===== config.mk =====
export PLATFORM = sky130hd
export DESIGN_NAME = wallace_mul_pipe
export DESIGN_NICKNAME = d
export VERILOG_FILES = /design/src/rtl/wallace_mul_pipe.sv
export SDC_FILE = /design/constraint.sdc
export NUM_CORES = 1
export LEC_CHECK = 0
export CORE_MARGIN = 8
export CORE_UTILIZATION = 55
export CTS_CLUSTER_DIAMETER = 200
export DETAILED_ROUTE_END_ITERATION = 10
export GPL_TIMING_DRIVEN = 0
export PLACE_DENSITY = 0.75
export SLEW_MARGIN = 20
export SYNTH_ARGS = -nofsm -noshare
export SYNTH_HDL_FRONTEND = slang
export SYNTH_SLANG_ARGS = --single-unit

===== constraint.sdc =====
create_clock -name clk -period 4.5 [get_ports clk]
set_input_delay 1.125 -clock clk [delete_from_list [all_inputs] [get_ports clk]]
set_output_delay 1.125 -clock clk [all_outputs]
set_load 0.03 [all_outputs]

===== src/rtl/wallace_mul_pipe.sv =====
// Three-stage pipelined Wallace-tree multiplier (partial products, 3:2 reduction tree, final adder).
// Signed operands use modified Baugh-Wooley terms so one unsigned tree serves both modes.
module wallace_mul_pipe #(
   parameter int WIDTH = 8
) (
   input  logic               clk,
   input  logic               rst,
   input  logic               in_valid,
   output logic               in_ready,
   input  logic [WIDTH-1:0]   a,
   input  logic [WIDTH-1:0]   b,
   input  logic               signed_mode,
   output logic               out_valid,
   input  logic               out_ready,
   output logic [2*WIDTH-1:0] p
);

   localparam int PW     = 2 * WIDTH;
   localparam int HMAX   = WIDTH + 2;
   localparam int GMAX   = HMAX / 3 + 1;
   localparam int LEVELS = WIDTH;

   logic              stall;
   logic              advance;
   logic [WIDTH-1:0]  pp_d [WIDTH];
   logic [WIDTH-1:0]  pp_q [WIDTH];
   logic              mode_q;
   logic              v1_q;
   logic              v2_q;
   logic [PW-1:0]     sum_d;
   logic [PW-1:0]     carry_d;
   logic [PW-1:0]     sum_q;
   logic [PW-1:0]     carry_q;

   logic [HMAX-1:0]   col   [PW];
   int                cnt   [PW];
   logic [HMAX-1:0]   s_vec [PW];
   logic [HMAX-1:0]   c_vec [PW];
   int                s_n   [PW];
   int                c_n   [PW];
   logic [HMAX-1:0]   tmp;
   logic              busy;

   assign stall    = out_valid && !out_ready;
   assign in_ready = !stall;
   assign advance  = !stall;

   // Row i holds a*b[i]; in signed mode the MSB terms (except the corner) are inverted.
   always_comb begin
      for (int i = 0; i < WIDTH; i++) begin
         for (int j = 0; j < WIDTH; j++) begin
            pp_d[i][j] = (a[j] & b[i]) ^ (signed_mode & ((i == WIDTH-1) ^ (j == WIDTH-1)));
         end
      end
   end

   // Columns are bit bags; each level applies greedy full/half adders until every column holds <= 2 bits.
   always_comb begin
      tmp  = '0;
      busy = 1'b0;
      for (int c = 0; c < PW; c++) begin
         col[c]   = '0;
         cnt[c]   = 0;
         s_vec[c] = '0;
         c_vec[c] = '0;
         s_n[c]   = 0;
         c_n[c]   = 0;
      end

      for (int i = 0; i < WIDTH; i++) begin
         for (int j = 0; j < WIDTH; j++) begin
            col[i+j] = col[i+j] | (HMAX'(pp_q[i][j]) << cnt[i+j]);
            cnt[i+j] = cnt[i+j] + 1;
         end
      end
      col[WIDTH]  = col[WIDTH] | (HMAX'(mode_q) << cnt[WIDTH]);
      cnt[WIDTH]  = cnt[WIDTH] + 1;
      col[PW-1]   = col[PW-1] | (HMAX'(mode_q) << cnt[PW-1]);
      cnt[PW-1]   = cnt[PW-1] + 1;

      for (int lvl = 0; lvl < LEVELS; lvl++) begin
         busy = 1'b0;
         for (int c = 0; c < PW; c++) begin
            if (cnt[c] > 2) busy = 1'b1;
         end
         if (busy) begin
            for (int c = 0; c < PW; c++) begin
               s_vec[c] = '0;
               c_vec[c] = '0;
               s_n[c]   = 0;
               c_n[c]   = 0;
               for (int g = 0; g < GMAX; g++) begin
                  tmp = col[c] >> (3 * g);
                  if (3 * g + 3 <= cnt[c]) begin
                     s_vec[c] = s_vec[c] | (HMAX'(tmp[0] ^ tmp[1] ^ tmp[2]) << s_n[c]);
                     s_n[c]   = s_n[c] + 1;
                     c_vec[c] = c_vec[c] |
                                (HMAX'((tmp[0] & tmp[1]) | (tmp[0] & tmp[2]) | (tmp[1] & tmp[2])) << c_n[c]);
                     c_n[c]   = c_n[c] + 1;
                  end else if (3 * g + 2 == cnt[c]) begin
                     s_vec[c] = s_vec[c] | (HMAX'(tmp[0] ^ tmp[1]) << s_n[c]);
                     s_n[c]   = s_n[c] + 1;
                     c_vec[c] = c_vec[c] | (HMAX'(tmp[0] & tmp[1]) << c_n[c]);
                     c_n[c]   = c_n[c] + 1;
                  end else if (3 * g + 1 == cnt[c]) begin
                     s_vec[c] = s_vec[c] | (HMAX'(tmp[0]) << s_n[c]);
                     s_n[c]   = s_n[c] + 1;
                  end
               end
            end
            // Carries move one column left; the carry out of the top column is dropped.
            col[0] = s_vec[0];
            cnt[0] = s_n[0];
            for (int c = 1; c < PW; c++) begin
               col[c] = s_vec[c] | (c_vec[c-1] << s_n[c]);
               cnt[c] = s_n[c] + c_n[c-1];
            end
         end
      end

      for (int c = 0; c < PW; c++) begin
         sum_d[c]   = col[c][0];
         carry_d[c] = col[c][1];
      end
   end

   // Global stall: every stage holds together; data registers only load behind a valid bit.
   always_ff @(posedge clk or posedge rst) begin
      if (rst) begin
         for (int i = 0; i < WIDTH; i++) begin
            pp_q[i] <= '0;
         end
         mode_q    <= 1'b0;
         v1_q      <= 1'b0;
         v2_q      <= 1'b0;
         sum_q     <= '0;
         carry_q   <= '0;
         out_valid <= 1'b0;
         p         <= '0;
      end else if (advance) begin
         v1_q      <= in_valid;
         v2_q      <= v1_q;
         out_valid <= v2_q;
         if (in_valid) begin
            pp_q   <= pp_d;
            mode_q <= signed_mode;
         end
         if (v1_q) begin
            sum_q   <= sum_d;
            carry_q <= carry_d;
         end
         if (v2_q) begin
            p <= sum_q + carry_q;
         end
      end
   end

endmodule

==> metrics.txt <==
pin count of the biggest net entering global routing=66; Cells after Synth=just over 600; Final Instance Area=~7000 um2; total of max-cap violations=0; Worst-Margin Slew=572 ps; CP endpoint kind=primary output; IO Port Bufs=21; post-CTS setup repair buffer count=0; Final Routed Wirelength=between 10 and 15 mm; power per cell area=~630 nW/um2; Yosys cell types=43; fin. max-slew vios=0; hpwl dp=9.88 mm; Worst Skew=14.2 ps; wire per inst=roughly 16 um; CTS Hold Bufs=0; asr flop ratio synth=100%; drt initial violations=between 300 and 400; core area=between 10000 and 15000 um2; vias in the first global route=between 4000 and 5000; fillers=between 900 and 1000; Final Cycle Share=about four fifths; post-route ant nets=0; Final setup viols=0; top cells by area, synth=dfrtp_1, fa_1, nand2_1, ha_1, o21ai_0; Hold WC Path Type=reg2reg; syn avg cell area=~10 um2; sequential cell area fraction in the yosys report=a little under half; 1st-pass router iterations=4; gr ovfl total=0; vias per cell=5.34; # DRC=0; initial antenna violation count=0; CP most frequent cell=clkdlybuf4s50_1; Placement Rows=38; P_leak=between 0.003 and 0.004 uW; top_reg_cell synth=dfrtp_1; number of CTS-inserted buffers=9; relative slew slack=about three fifths; RSZ-0062 raised after global routing=false; area delta synth->final=10.5%; # IOs=39; final hold violations=0; CTS tree=yes; die area=roughly 15000 um2; Clock Path Buffers=2; Total Routing Usage GR=a little under a fifth; Root Buffer Master=clkbuf_8; n_diodes=0; H-tree Lvls=3; crit-path max cell delay=~660 ps; top cell type by total area after synthesis=dfrtp_1; number of synthesized register bits=111; DR vias=roughly 4200; Initial Utilization=a little under three fifths; Syn Nets=712; Util after Layout=a little over three fifths; status=complete, no violations; synthesized area=between 6000 and 7000 um2; worst skew pair latency=370 ps; Final Critical Period=around 3600 ps; worst-path fanout max=8; critical-path cell list=clkdlybuf4s50_1 -> nand2b_1 -> buf_12 -> clkdlybuf4s50_1; WHS=between 400 and 500 ps; Peak Freq=275 MHz; Final nets=between 700 and 800; first-pass GRT wire length=22.2 mm; crit start category=input port; EDFF count, synth=0; post-synth top area share=about 45%; GP Congestion=0.913; Max VDD drop=between 0.3 and 0.4 mV; critical path class=in2out; slowest cell on the critical path=clkdlybuf4s50_1; setup_tns=0 ps; CTS Sinks=around 110; die width=roughly 120 um; clock-pin slew on the worst setup and hold paths=100 ps; # resized after CTS=0; CP required=3380 ps; synth warn=0; Worst Path Arrival=around 2500 ps; Die Y=about 120 um; share of cells above drive strength 1=8.84%; Post-DP Area=approximately 6600 um2
-- registers in the layout (all words and copies together) (netlist names) --
register,cells
mode_q,1
carry_q,11
sum_q,16
pp_q,63
p,16
col,1
v2_q,1
v1_q,1
out_valid,1
-- cells in the final DEF, fill, tap and decap left out, types with 11 or more instances in the layout --
cell type          n
buf_1             11
buf_2             16
clkbuf_1          12
clkdlybuf4s50_1   21
dfrtp_1          111
fa_1              38
ha_1              35
inv_1             54
mux2_2            16
nand2_1          166
o21ai_0           78
xor2_1            17
-- critical path, delay by kind of cell --
| kind | cells | cell delay [ps] |
|---|---|---|
| buffers and inverters | 3 | 1240 |
| AND/OR/NAND/NOR | 1 | 140 |
-- metal layers --
metal	part of all wire, %	GRT usage (%)	wire length (um)	vias to the layer above
met5	0	0	0	-
met4	1.2	6.40	160	0
met3	6.4	3.29	835	15
met2	49	32.2	6410	133
met1	43	23.8	5690	2066
li1	-	-	-	2033
-- cells by family (layout without fill, tap and decap cells) --
| logic type | Yosys count | after routing | synth area share [%] |
|---|---|---|---|
| xor+xnor | 21 | 21 | 2.99 |
| flops | 111 | 111 | 45.1 |
| simple gates | 197 | 197 | 13.2 |
| compound gates | 99 | 99 | 8.77 |
| mux | 21 | 21 | 3.84 |
| buf+inv | 96 | 134 | 6.57 |
| fa+ha+maj | 73 | 73 | 19.5 |
-- path summary, 6_finish.rpt --
kind / slack (ps) / depth (start not counted) / end / startpoint
setup / recovery: 870 / 4 / in_ready / out_ready
hold / removal: 480 / 2 / p[0] / p[0]
setup reg to reg: 1490 / 7 / carry_q[10] / pp_q[29]
hold reg to reg: 480 / 2 / p[0] / p[0]
max in group asynchronous: 2720 / 3 / sum_q[5] / rst
min in group asynchronous: 1130 / 2 / pp_q[13] / rst
-- synth_stat cells (2+ instances only) --
cell type  number
nand2_1       166
dfrtp_1       111
o21ai_0        78
inv_1          55
fa_1           38
ha_1           35
xor2_1         17
buf_2          16
mux2_2         16
clkbuf_1       12
buf_1          11
a21oi_1         6
mux2_1          5
nand3_1         5
nor2_1          5
xnor2_1         4
nand4_1         3
nor3_1          3
a211oi_1        2
a21o_1          2
a21oi_2         2
nand2_2         2
nand2b_1        2
nor3b_1         2
nor4b_1         2
-- power by group --
| part | switching (uW) | internal [uW] |
|---|---|---|
| clock | 358 | 322 |
| combinational | 1210 | 923 |
| sequential | 192 | 1300 |
| total | 1760 | 2550 |
-- metrics by stage --
stage	setup slack, ps	total power, uW	instances
after floorplan	444	3020	618
after global placement	-1060	3570	779
after detailed placement	856	3660	780
after CTS	856	4350	796
after global routing	831	4720	796
final	870	4310	796
-- final cells by class --
type / count / area [um2] / area share (%)
plain buffers: 41 / 198 / 2.91
clock inverters: 7 / 104 / 1.53
flip-flops and latches: 111 / 2780 / 40.9
multi-input cells: 411 / 2970 / 43.7
repair buffers: 22 / 238 / 3.50
inverters: 55 / 211 / 3.11
clock buffers: 9 / 124 / 1.82
well taps: 140 / 175 / 2.58
(Power assumes the default switching activity.)
